<file path="src/rtl/lbp_pkg.sv">
`default_nettype none
// ============================================================================
//  Module      : lbp_pkg
//  Description : Shared constants for the LBP gray-image datapath: image
//                geometry, gray port widths and the read-arbiter state
//                encoding.
//  Revision    : 1.0 - initial release
// ============================================================================
package lbp_pkg;

    localparam int ADDR_W = 14;   // 128x128 gray image
    localparam int DATA_W = 8;    // gray pixel width
    localparam int IMG_W  = 128;  // image width in pixels

    // Read-arbiter state encoding
    localparam logic ARB_WAIT_RDY = 1'b0;
    localparam logic ARB_RUN      = 1'b1;

endpackage : lbp_pkg
`default_nettype wire

</file>
<file path="src/rtl/gray_rd_arb_rr_pick.sv">
`default_nettype none
// ============================================================================
//  Module      : rr_pick
//  Description : Combinational round-robin priority picker. Returns the first
//                asserted request at or after i_ptr, wrapping modulo NREQ.
//  Ports       : i_req  - request vector
//                i_ptr  - index holding top priority
//                o_gnt  - one-hot grant (zero when no request)
//                o_idx  - index of the granted request (0 when none)
//  Revision    : 1.0 - initial release
// ============================================================================
module rr_pick #(
    parameter int NREQ  = 2,
    parameter int IDX_W = (NREQ > 1) ? $clog2(NREQ) : 1
) (
    input  logic [NREQ-1:0]  i_req,
    input  logic [IDX_W-1:0] i_ptr,
    output logic [NREQ-1:0]  o_gnt,
    output logic [IDX_W-1:0] o_idx
);

    logic w_found;

    // Scan NREQ positions starting at the pointer; the first hit wins.
    always_comb begin
        o_gnt   = '0;
        o_idx   = '0;
        w_found = 1'b0;
        for (int k = 0; k < NREQ; k++) begin
            if (!w_found && i_req[(int'(i_ptr) + k) % NREQ]) begin
                w_found                             = 1'b1;
                o_gnt[(int'(i_ptr) + k) % NREQ]     = 1'b1;
                o_idx                               = IDX_W'((int'(i_ptr) + k) % NREQ);
            end
        end
    end

endmodule : rr_pick
`default_nettype wire

</file>
<file path="src/rtl/gray_rd_arb.sv">
`default_nettype none
// ============================================================================
//  Module      : gray_rd_arb
//  Description : Round-robin arbiter sharing the single gray-image read port
//                among NREQ requesters, with optional burst locking and a
//                stall while the memory is not ready.
//  Ports       : clk, reset        - clock, synchronous active-high reset
//                gray_ready        - memory ready (no reads issued while low)
//                gray_data         - memory data for the presented address
//                gray_addr/gray_req- registered read address / strobe
//                req_i/lock_i      - per-requester request / burst lock
//                addr_i            - packed per-requester addresses
//                gnt_o             - combinational one-hot grant
//                rvalid_o          - registered one-hot read-data valid
//                rdata_o           - pass-through of gray_data
//  Revision    : 1.0 - initial release
// ============================================================================
module gray_rd_arb #(
    parameter int NREQ      = 2,
    parameter int ADDR_W    = lbp_pkg::ADDR_W,
    parameter int DATA_W    = lbp_pkg::DATA_W,
    parameter int MAX_BURST = 4
) (
    input  logic                     clk,
    input  logic                     reset,
    input  logic                     gray_ready,
    input  logic [DATA_W-1:0]        gray_data,
    output logic [ADDR_W-1:0]        gray_addr,
    output logic                     gray_req,
    input  logic [NREQ-1:0]          req_i,
    input  logic [NREQ-1:0]          lock_i,
    input  logic [NREQ*ADDR_W-1:0]   addr_i,
    output logic [NREQ-1:0]          gnt_o,
    output logic [NREQ-1:0]          rvalid_o,
    output logic [DATA_W-1:0]        rdata_o
);

    import lbp_pkg::*;

    localparam int IDX_W = (NREQ > 1) ? $clog2(NREQ) : 1;
    localparam int BC_W  = $clog2(MAX_BURST + 1);
    localparam logic [BC_W-1:0]  c_max_burst = BC_W'(MAX_BURST);
    localparam logic [IDX_W-1:0] c_last_idx  = IDX_W'(NREQ - 1);

    logic              r_state;
    logic [IDX_W-1:0]  r_ptr;
    logic [IDX_W-1:0]  r_last;
    logic [BC_W-1:0]   r_burst;
    logic [ADDR_W-1:0] r_addr;
    logic              r_req;
    logic [NREQ-1:0]   r_rvalid;

    logic [NREQ-1:0]   w_rr_gnt;
    logic [IDX_W-1:0]  w_rr_idx;
    logic              w_keep;
    logic              w_grant;
    logic [IDX_W-1:0]  w_win;
    logic              w_state_nxt;
    logic [IDX_W-1:0]  w_ptr_nxt;
    logic [IDX_W-1:0]  w_last_nxt;
    logic [BC_W-1:0]   w_burst_nxt;
    logic [ADDR_W-1:0] w_addr_nxt;
    logic              w_req_nxt;
    logic [NREQ-1:0]   w_rvalid_nxt;

    rr_pick #(
        .NREQ  (NREQ),
        .IDX_W (IDX_W)
    ) u_rr_pick (
        .i_req (req_i),
        .i_ptr (r_ptr),
        .o_gnt (w_rr_gnt),
        .o_idx (w_rr_idx)
    );

    always_comb begin
        // The last winner keeps the port while it holds lock and has burst
        // budget left; once the budget is spent, round robin decides, which
        // still returns the same requester when nobody else is waiting.
        w_keep  = req_i[r_last] & lock_i[r_last] & (r_burst < c_max_burst);
        w_win   = w_keep ? r_last : w_rr_idx;
        // A falling gray_ready suppresses the grant in the same cycle.
        w_grant = !reset && (r_state == ARB_RUN) && gray_ready && (|req_i) &&
                  (w_keep || (|w_rr_gnt));

        gnt_o   = w_grant ? (NREQ'(1) << w_win) : '0;

        w_state_nxt  = gray_ready ? ARB_RUN : ARB_WAIT_RDY;
        w_ptr_nxt    = r_ptr;
        w_last_nxt   = r_last;
        w_burst_nxt  = r_burst;
        w_addr_nxt   = r_addr;
        w_req_nxt    = 1'b0;
        w_rvalid_nxt = '0;

        if (w_grant) begin
            w_addr_nxt   = addr_i[int'(w_win)*ADDR_W +: ADDR_W];
            w_req_nxt    = 1'b1;
            w_rvalid_nxt = NREQ'(1) << w_win;
            w_last_nxt   = w_win;
            if (!w_keep) begin
                w_ptr_nxt = (w_win == c_last_idx) ? '0 : w_win + IDX_W'(1);
            end
            if (w_win == r_last) begin
                if (r_burst < c_max_burst) begin
                    w_burst_nxt = r_burst + BC_W'(1);
                end
            end else begin
                w_burst_nxt = BC_W'(1);
            end
        end
    end

    always_ff @(posedge clk) begin
        if (reset) begin
            r_state  <= ARB_WAIT_RDY;
            r_ptr    <= '0;
            r_last   <= '0;
            r_burst  <= '0;
            r_addr   <= '0;
            r_req    <= 1'b0;
            r_rvalid <= '0;
        end else begin
            r_state  <= w_state_nxt;
            r_ptr    <= w_ptr_nxt;
            r_last   <= w_last_nxt;
            r_burst  <= w_burst_nxt;
            r_addr   <= w_addr_nxt;
            r_req    <= w_req_nxt;
            r_rvalid <= w_rvalid_nxt;
        end
    end

    assign gray_addr = r_addr;
    assign gray_req  = r_req;
    assign rvalid_o  = r_rvalid;
    assign rdata_o   = gray_data;

endmodule : gray_rd_arb
`default_nettype wire

</file>
<file path="config.mk">
export PLATFORM = sky130hd
export DESIGN_NAME = gray_rd_arb
export DESIGN_NICKNAME = d
export VERILOG_FILES = /design/src/rtl/lbp_pkg.sv /design/src/rtl/gray_rd_arb_rr_pick.sv /design/src/rtl/gray_rd_arb.sv
export SDC_FILE = /design/constraint.sdc
export NUM_CORES = 1
export LEC_CHECK = 0
export ABC_AREA = 1
export BUFFER_PORTS_ARGS = -buffer_cell sky130_fd_sc_hd__buf_2
export CAP_MARGIN = 5
export CORE_MARGIN = 2
export CORE_UTILIZATION = 40
export DETAILED_ROUTE_END_ITERATION = 7
export PLACE_DENSITY = 0.87
export SLEW_MARGIN = 10
export SYNTH_ARGS = -nofsm -noshare
export SYNTH_HDL_FRONTEND = slang
export SYNTH_HIERARCHICAL = 1
export SYNTH_SLANG_ARGS = --single-unit
</file>
<file path="constraint.sdc">
create_clock -name clk -period 1.3 [get_ports clk]
set_clock_uncertainty 0.05 [all_clocks]
set_input_delay 0.13 -clock clk [delete_from_list [all_inputs] [get_ports clk]]
set_output_delay 0.13 -clock clk [all_outputs]
set_load 0.005 [all_outputs]
</file>
==> metrics.yaml, run 1 <==
place:
  port_buffers: 53
  hpwl_um: 2570
  routabilityCongestion: 0.895
  dp_slack_ns: -0.133
timing:
  worst_slack_ns: -0.453
  max_freq_mhz: 570
  hold_viol: 0
  worstMarginPinSlew_ns: 0.271
  hold_ws_ns: 0.103
  tns_ns: -5.96
  drv_slew: 0
  setup_violations: 24
  rsz0062_at_grt: "yes"
  period_needed_ns: 1.75
  max-slew-margin-rel_pct: 81.9
  finalCritPeriodShare_pct: 135
worst_setup_path:
  crit_arrival_ns: 1.57
  worstPathMaxFanout: 11
  critPathLaunchType: "flip-flop"
  cp_slowest_cell: "dfxtp_2"
  crit_path_end_kind: "primary output"
  path_class: "flip-flop to primary output"
  cp_top_family: "buffers and inverters"
  slowest_delay_ns: 0.37
  path_buf_inv: 4
  cp.required_ns: 1.12
  worstPathCellList: "inv_2 -> a21oi_4 -> buf_4 -> nand2_4 -> buf_12 -> a21oi_2 -> buf_2"
yosys:
  postSynthCellCount: 181
  synthArstFlopShare_pct: 0
  synth.distinct_cells: 23
  synth_edf_count: 0
  postSynthAreaPerCell_um2: 7.42
  synth_common_cells: "42 x nand2_1, 33 x nand3_1, 23 x dfxtp_1"
  synthDominantCellAreaShare_pct: 34.3
  syn-num-nets: 225
  ys_seq_elements: 23
  synth_seq_area_share_pct: 34.3
  yosys.area.top_type: "dfxtp_1"
  synth_area_um2: 1340
  synth.area.top_cells: "dfxtp_1 34%, nand3_1 12%, nand2_1 12%"
  yosysWarningCount: 6
  synthFlopType: "dfxtp_1"
  synth_most_common_cell: "nand2_1"
power_and_ir_drop:
  power.density_nw_per_um2: 708
  p_seq_share_pct: 50.5
  power.leakage_nw: 0.966
  clkPwrFrac_pct: 23.3
  pwr-share-comb_pct: 26.2
  switching_share_pct: 29.6
  peakVddDrop_mv: 0.293
  switchingPower_mw: 0.426
  internal-power_mw: 1.01
floorplanning:
  die-area_um2: 3840
  row_count: 21
  core_um2: 3280
  die_y_um: 61.9
  die_w_um: 61.9
  ios: 70
  start_util_pct: 40.9
cts:
  tritoncts.num_buffers: 3
  clk_pin_slew_ns: 0.13
  tritoncts: "built"
  cts_sinks: 23
  clk_path_buf_depth: 2
  cts-root-buf: "clkbuf_4"
  cts-htree-levels: 1
  clkLatencyLatePin_ns: 0.31
drt:
  vias_per_cell: 5.06
  drt_iter0_markers: 63
  vias: 1543
  wl_per_cell_um: 14.3
  drc: 0
  totalWireLength_um: 4370
  ant_nets: 0
  first_pass_iters: 4
cells_and_area:
  register_area_um2: 464
  multi_input_area_um2: 815
  fin_nets: 304
  num_antenna_cells: 0
  drive_above_1_share_pct: 56.8
  area_growth_pct: 51.4
  fill_cells: 263
run_status:
  violations: "setup timing"
  status: "complete, but fails checks"
grt:
  grt-ovfl-total: 0
  grt_pass1_wl_um: 5450
  grt_pass1_vias: 1273
  grt_use_total_pct: 19.2
  grt_max_degree: 18
  antenna_found_initial: 0
min_path:
  hold_path.class: "input pin to flip-flop"
run:
  cap_viol_max_count: 0
[per-layer routing]
layer | GRT usage, % | vias to the layer above | part of all wire (%)
met5 | 0 | - | 0
met4 | 6.99 | 0 | 2.1
met3 | 1.66 | 10 | 3.7
met2 | 35.2 | 51 | 54
met1 | 23.1 | 736 | 40
li1 | - | 746 | -
[stage by stage]
step | total power, mW | instances | area, um2 | util [%]
floorplan | 0.931 | 181 | 1370 | -
global placement | 1.02 | 284 | 1710 | 52.1
detailed placement | 1.03 | 284 | 1710 | 52.1
CTS | 1.39 | 299 | 1870 | 57.0
global route | 1.50 | 305 | 2030 | 61.9
finish | 1.44 | 305 | 2030 | 61.9
[power groups by stage]
stage | sequential [mW] | combinational (mW) | clock [mW]
6_report | 0.726 | 0.377 | 0.336
5_1_grt | 0.728 | 0.407 | 0.364
3_5_place_dp | 0.741 | 0.288 | 0
4_1_cts | 0.726 | 0.316 | 0.345
2_1_floorplan | 0.742 | 0.189 | 0
3_3_place_gp | 0.741 | 0.281 | 0
[tightest hold or removal path, delay by kind of cell]
family	cells	cell delay, ns
compound gates	1	0.05
buf+inv	1	0.10
simple gates	3	0.16
[registers in the layout, summed over array words and instances (netlist names)]
| signal | flops |
|---|---|
| r_state | 1 |
| rvalid_o | 2 |
| r_last | 1 |
| r_ptr | 1 |
| gray_req | 1 |
| gray_addr | 14 |
| r_burst | 3 |
[logic make-up (layout without fill, tap and decap cells)]
| kind of cell | Yosys count | in the layout | synth area share, % |
|---|---|---|---|
| AOI/OAI and AO/OA | 25 | 25 | 12.1 |
| adders and majority gates | 1 | 1 | 0.932 |
| buffers and inverters | 29 | 107 | 14.0 |
| DFF | 23 | 23 | 34.3 |
| and+or+nand+nor | 103 | 103 | 38.7 |
[cell usage in the layout (no fill, tap or decap)]
master,n
a21boi_2,1
ha_1,1
nand2_2,11
buf_6,11
dfxtp_1,20
buf_2,53
buf_4,26
a21oi_4,1
a21oi_2,13
inv_2,4
dfxtp_2,3
nor2_1,7
nand2_4,6
nand3_2,3
nand4_1,2
clkinv_2,1
a211oi_2,1
inv_1,6
clkbuf_4,3
nand3_1,30
clkinv_8,1
nand2_8,1
buf_12,1
o21bai_1,1
nand3_4,4
o21ai_2,1
nand2_1,37
nor2_2,2
dlygate4sd3_1,1
a21oi_1,7
[worst paths after layout]
kind,from,to,cells after the start,slack [ns]
max,r_ptr,gnt_o[1],7,-0.45
min,addr_i[6],gray_addr[6],5,0.10
max reg2reg,r_last,gray_addr[8],11,-0.32
min reg2reg,gray_addr[3],gray_addr[3],2,0.42
[layout make-up]
cell class                 instances  area share (%)
timing repair buffer              92            30.2
sequential                        23            22.8
clock inverter                     1           0.246
multi-input combinational        129            40.1
inverter                          11            2.65
clock buffer                       3            1.11
tap                               46            2.83
[what timing repair did]
action | in CTS | in global routing
pin swaps | 8 | 15
hold buffers | 1 | 0
resized for setup | 15 | 27
setup buffers | 10 | 7
setup endpoints to repair | 21 | 24
hold endpoints to repair | 1 | 0
(Power assumes the default switching activity.)
==> inputs of run 2 (changes only) <==
--- a/config.mk
+++ b/config.mk
@@ -12,6 +12,7 @@
 export CORE_UTILIZATION = 40
 export DETAILED_ROUTE_END_ITERATION = 7
 export PLACE_DENSITY = 0.87
+export REMOVE_ABC_BUFFERS = 1
 export SLEW_MARGIN = 10
 export SYNTH_ARGS = -nofsm -noshare
 export SYNTH_HDL_FRONTEND = slang
==> run 2 against run 1 <==
Effect of this change: the run still ends with setup timing left; utilization is 2.5 points higher; setup slack better by 0.066 ns; maximum frequency is 3.9% higher; sequential power hardly changed; die area stayed put; sequential share of layout area is 0.95 points lower; critical path depth is 5 higher; total power is 1.7% higher; cell area is 4.1% higher; critical endpoint is now gray_addr[0].
==> metrics.yaml, run 2 (synthesis gave the netlist of run 1 again) <==
grt:
  grt_pass1_wl_um: 5710  # was 5450 um
  grt_max_degree: 18  # unchanged
  top_usage_layer: "met2"  # unchanged
  met2_usage_pct: 35.8  # was 35.2%
  grt_pass1_vias: 1276  # was 1273
  grt-ovfl-total: 0  # unchanged
  antenna_found_initial: 0  # unchanged
  grt_use_total_pct: 20.2  # was 19.2%
  grt_use_met3_pct: 7.87  # was 1.66%
  use_met1_pct: 22.9  # was 23.1%
power_and_ir_drop:
  pwr-share-comb_pct: 28.2  # was 26.2%
  total_power_mw: 1.46  # was 1.44 mW
  clkPwrFrac_pct: 22.1  # was 23.3%
  switchingPower_mw: 0.429  # was 0.426 mW
  power.leakage_nw: 0.991  # was 0.966 nW
  peakVddDrop_mv: 0.691  # was 0.293 mV
  internal-power_mw: 1.03  # was 1.01 mW
  power.density_nw_per_um2: 692  # was 708 nW/um2
  switching_share_pct: 29.3  # was 29.6%
  p_seq_share_pct: 49.7  # was 50.5%
timing:
  hold_viol: 0  # unchanged
  max-slew-margin-rel_pct: 75.6  # was 81.9%
  period_needed_ns: 1.69  # was 1.75 ns
  rsz0062_at_grt: "yes"  # unchanged
  setup_violations: 23  # was 24
  worstMarginPinSlew_ns: 0.366  # was 0.271 ns
  drv_slew: 0  # unchanged
  worst_slack_ns: -0.387  # was -0.453 ns
  finalCritPeriodShare_pct: 130  # was 135%
  tns_ns: -5.54  # was -5.96 ns
  max_freq_mhz: 593  # was 570 MHz
place:
  port_buffers: 53  # unchanged
  routabilityCongestion: 0.859  # was 0.895
  hpwl_um: 2550  # was 2570 um
  dp_slack_ns: -0.101  # was -0.133 ns
run_status:
  status: "complete, but fails checks"  # unchanged
  violations: "setup timing"  # unchanged
drt:
  ant_nets: 0  # unchanged
  vias_per_cell: 5.12  # was 5.06
  first_pass_iters: 4  # unchanged
  drc: 0  # unchanged
  wl_per_cell_um: 14.7  # was 14.3 um
  drt_iter0_markers: 91  # was 63
  totalWireLength_um: 4510  # was 4370 um
  vias: 1571  # was 1543
run:
  cap_viol_max_count: 0  # unchanged
cells_and_area:
  final_common_cell: "buf_2"  # unchanged
  fin_util_pct: 64.4  # was 61.9%
  drive_above_1_share_pct: 60.2  # was 56.8%
  num_antenna_cells: 0  # unchanged
  layout_common_cells: "52 x buf_2, 35 x nand2_1, 26 x buf_4"  # was 53 x buf_2, 37 x nand2_1, 30 x nand3_1
  largest_reg_flops: 14  # unchanged
  area_growth_pct: 57.5  # was 51.4%
  fin_nets: 306  # was 304
floorplanning:
  die-area_um2: 3840  # unchanged
  start_util_pct: 40.9  # unchanged
  core_um2: 3280  # unchanged
  die_y_um: 61.9  # unchanged
  ios: 70  # unchanged
  die_w_um: 61.9  # unchanged
  row_count: 21  # unchanged
cts:
  tritoncts: "built"  # unchanged
  clk_path_buf_depth: 2  # unchanged
  tritoncts.num_buffers: 3  # unchanged
  clk_pin_slew_ns: 0.12  # was 0.13 ns
  clkLatencyLatePin_ns: 0.31  # about the same
  cts-root-buf: "clkbuf_4"  # unchanged
  cts_sinks: 23  # unchanged
  cts-htree-levels: 1  # unchanged
worst_setup_path:
  cp_slowest_cell: "dfxtp_2"  # unchanged
  worstPathCellList: "inv_2 -> nand3_2 -> nand2_4 -> nand2_8 -> buf_4 -> buf_8 -> buf_6 -> nand2_8 -> nand3_1 -> nand2_1 -> nand2_1 -> a21oi_2"  # was inv_2 -> a21oi_4 -> buf_4 -> nand2_4 -> buf_12 -> a21oi_2 -> buf_2
  crit_arrival_ns: 1.88  # was 1.57 ns
  worstPathMaxFanout: 7  # was 11
  cp_top_family: "simple AND/OR/NAND/NOR gates"  # was buffers and inverters
  cp.required_ns: 1.50  # was 1.12 ns
  crit_path_end_kind: "flip-flop"  # was primary output
  path_class: "flip-flop to flip-flop"  # was flip-flop to primary output
  critPathLaunchType: "flip-flop"  # unchanged
  slowest_delay_ns: 0.36  # was 0.37 ns
  path_buf_inv: 4  # unchanged
min_path:
  hold_path.class: "input pin to flip-flop"  # unchanged
run 2: layer usage:
| layer | up-vias | wire [um] |
|---|---|---|
| met2 | 83 | 2340 |
| met4 | 0 | 122 |
| li1 | 751 | - |
| met1 | 725 | 1740 |
| met5 | - | 0 |
| met3 | 12 | 315 |
run 2: final timing paths:
path | startpoint | to | slack, ns | cells past startpoint
worst max-delay path | r_last | gray_addr[0] | -0.39 | 12
worst min-delay path | addr_i[19] | gray_addr[5] | 0.1 | 5
worst max register to register | r_last | gray_addr[0] | -0.39 | 12
worst min register to register | gray_addr[1] | gray_addr[1] | 0.43 | 2
run 2: per-stage QoR:
stage,hold slack (ns),instance area [um2],cells
global placement,0.210,1770,290
global route,0.103,2110,307
CTS,0.105,1980,304
detailed placement,0.210,1770,290
finish,0.0960,2110,307
floorplan,0.142,1200,163
run 2: cell type report:
type	count	area, um2
flip-flops and latches	23	463
fillers	249	1170
well taps	46	57.6
inverters	11	43.8
multi-input cells	130	871
repair buffers	93	653
clock buffers	4	26.3
run 2: worst reg2reg max path, cell delays in order (launching register included):
cell and delay, ns:
dfxtp_2 0.36, inv_2 0.06, nand3_2 0.07, nand2_4 0.11
nand2_8 0.07, buf_4 0.14, buf_8 0.12, buf_6 0.12
nand2_8 0.09, nand3_1 0.09, nand2_1 0.08, nand2_1 0.09
a21oi_2 0.16
run 2: timing repair:
action                     in CTS  in global routing
hold buffers                    1                  0
pin swaps                      17                 19
resized for setup              29                 31
setup endpoints to repair      23                 23
setup buffers                  13                  5
cloned                          1                  1
hold endpoints to repair        1                  0
run 2: power groups by stage:
stage,registers (mW),clock network (mW),logic [mW]
finish,0.727,0.324,0.413
global route,0.728,0.370,0.443
CTS,0.725,0.330,0.347
detailed placement,0.741,0,0.295
global placement,0.741,0,0.291
floorplan,0.742,0,0.137
==> inputs of run 3 (changes only) <==
--- a/config.mk
+++ b/config.mk
@@ -9,9 +9,9 @@
 export BUFFER_PORTS_ARGS = -buffer_cell sky130_fd_sc_hd__buf_2
 export CAP_MARGIN = 5
 export CORE_MARGIN = 2
-export CORE_UTILIZATION = 40
+export CORE_UTILIZATION = 25
 export DETAILED_ROUTE_END_ITERATION = 7
-export PLACE_DENSITY = 0.87
+export PLACE_DENSITY = 0.63
 export REMOVE_ABC_BUFFERS = 1
 export SLEW_MARGIN = 10
 export SYNTH_ARGS = -nofsm -noshare
==> run 3 against run 2 <==
Effect of this change: the flow still finishes with violations (setup timing); routed wire length is 8.3% lower; sequential power about the same; clock power up 52%; utilization decreased by 24 points; non-clock buffer count unchanged; maximum frequency is 6.6% higher; die area rose by 56%; cell area is 1.6% lower; combinational power fell by 12%; critical endpoint is now gnt_o[1]; largest cell class unchanged.
==> metrics.yaml, run 3 (synthesis gave the netlist of run 1 again) <==
run_status:
  status: "complete, but fails checks"  # unchanged
  violations: "setup timing"  # unchanged
cells_and_area:
  layout_common_cells: "52 x buf_2, 39 x nand2_1, 33 x nand3_1"  # was 52 x buf_2, 35 x nand2_1, 26 x buf_4
  largest_reg_flops: 14  # unchanged
  drive_above_1_share_pct: 54.6  # was 60.2%
  area_growth_pct: 55.0  # was 57.5%
  final_common_cell: "buf_2"  # unchanged
  fin_nets: 305  # was 306
  num_antenna_cells: 0  # unchanged
floorplanning:
  start_util_pct: 26.1  # was 40.9%
  die_y_um: 77.3  # was 61.9 um
  core_um2: 5140  # was 3280 um2
  ios: 70  # unchanged
  row_count: 26  # was 21
  die-area_um2: 5970  # was 3840 um2
  die_w_um: 77.3  # was 61.9 um
place:
  port_buffers: 53  # unchanged
  routabilityCongestion: 0.835  # was 0.859
  hpwl_um: 2950  # was 2550 um
cts:
  clk_path_buf_depth: 2  # unchanged
  cts-htree-levels: 1  # unchanged
  clkLatencyLatePin_ns: 0.28  # was 0.31 ns
  clk_pin_slew_ns: 0.09  # was 0.12 ns
  tritoncts: "built"  # unchanged
  cts-root-buf: "clkbuf_8"  # was clkbuf_4
  tritoncts.num_buffers: 3  # unchanged
  cts_hold_buffers: 0  # was 1
  cts_sinks: 23  # unchanged
power_and_ir_drop:
  power.density_nw_per_um2: 759  # was 692 nW/um2
  total_power_mw: 1.58  # was 1.46 mW
  peakVddDrop_mv: 0.392  # was 0.691 mV
  power.leakage_nw: 0.986  # was 0.991 nW
worst_setup_path:
  path_depth: 9  # was 12
  slowest_delay_ns: 0.36  # about the same
  worstPathCellList: "inv_2 -> nand3_2 -> nand2_4 -> nand2_8 -> nand2_4 -> nand2_4 -> buf_6 -> a21oi_2 -> buf_2"  # was inv_2 -> nand3_2 -> nand2_4 -> nand2_8 -> buf_4 -> buf_8 -> buf_6 -> nand2_8 -> nand3_1 -> nand2_1 -> nand2_1 -> a21oi_2
  crit_path_end_kind: "primary output"  # was flip-flop
  cp_top_family: "simple AND/OR/NAND/NOR gates"  # unchanged
  path_buf_inv: 3  # was 4
  path_class: "flip-flop to primary output"  # was flip-flop to flip-flop
  crit_top_cell: "nand2_4"
  crit_arrival_ns: 1.40  # was 1.88 ns
  reg2reg_depth: 11  # was 12
  critPathLaunchType: "flip-flop"  # unchanged
  cp.required_ns: 1.12  # was 1.50 ns
  worstPathMaxFanout: 3  # was 7
  cp_slowest_cell: "dfxtp_4"  # was dfxtp_2
drt:
  first_pass_iters: 4  # unchanged
  wl_per_cell_um: 12.5  # was 14.7 um
  vias: 1489  # was 1571
  drc: 0  # unchanged
  totalWireLength_um: 4130  # was 4510 um
  vias_per_cell: 4.51  # was 5.12
  drt_iter0_markers: 35  # was 91
  ant_nets: 0  # unchanged
min_path:
  holdPathStages: 3  # was 5
  hold_path.class: "input pin to flip-flop"  # unchanged
grt:
  antenna_found_initial: 0  # unchanged
  grt_max_degree: 18  # unchanged
  grt_use_total_pct: 14.2  # was 20.2%
  grt-ovfl-total: 0  # unchanged
  grt_pass1_wl_um: 6720  # was 5710 um
  grt_pass1_vias: 1482  # was 1276
timing:
  rsz0062_at_grt: "yes"  # unchanged
  period_needed_ns: 1.58  # was 1.69 ns
  hold_ws_ns: 0.0360  # was 0.0960 ns
  max-slew-margin-rel_pct: 81.8  # was 75.6%
  hold_viol: 0  # unchanged
  drv_slew: 0  # unchanged
  finalCritPeriodShare_pct: 122  # was 130%
  max_freq_mhz: 632  # was 593 MHz
  setup_violations: 22  # was 23
  worstMarginPinSlew_ns: 0.272  # was 0.366 ns
  worst_slack_ns: -0.282  # was -0.387 ns
run:
  cap_viol_max_count: 0  # unchanged
## run 3: changes by cell type in the layout (fill, tap and decap cells not counted), sizes merged
cell / change
bufbuf: +1
clkbuf: -1
clkinv: +1
dlygate4sd3: -1
nand2: -1
## run 3: per-layer routing
layer	GRT usage, %	up-vias	share of wire [%]
li1	-	748	-
met1	17.4	673	44
met2	24.4	61	49
met3	2.82	7	5.7
met4	5.54	0	1.7
met5	0	-	0
## run 3: through the flow
stage	cell area (um2)	setup WS, ns	setup TNS, ns	util, %	std cells
finish	2080	-0.282	-3.98	40.5	330
global route	2080	-0.365	-6.00	40.5	330
CTS	2030	-0.277	-3.92	39.5	329
detailed placement	1790	-0.148	-2.37	34.9	315
global placement	1790	-0.104	-1.64	34.9	315
floorplan	1200	-0.358	-4.63	-	163
## run 3: cell type report
| class | count | area, um2 |
|---|---|---|
| Tap cell | 70 | 87.6 |
| Inverter | 11 | 48.8 |
| Fill cell | 558 | 3060 |
| Timing Repair Buffer | 93 | 664 |
| Multi-Input combinational cell | 129 | 768 |
| Clock buffer | 3 | 41.3 |
| Sequential cell | 23 | 465 |
| Clock inverter | 1 | 5.00 |
## run 3: what timing repair did
| item | CTS | global route |
|---|---|---|
| resized for setup | 24 | 11 |
| buffers inserted | 8 | 1 |
| pin swaps | 2 | 6 |
| endpoints found under the setup margin | 21 | 24 |
| cloned | 2 | 0 |
## run 3: worst paths after layout
path / start / to / slack, ns
max: r_last / gnt_o[1] / -0.28
min: gray_ready / r_state / 0.04
max reg2reg: r_last / gray_addr[6] / -0.24
min reg2reg: gray_addr[6] / gray_addr[6] / 0.42
## run 3: tightest hold or removal path: stages
cell,delay [ns]
buf_2,0.12
inv_1,0.05
nor2_1,0.03
## run 3: power breakdown
group	switching (mW)	total [mW]	internal, mW
Sequential	0.00765	0.724	0.716
Combinational	0.181	0.365	0.183
Clock	0.275	0.491	0.216
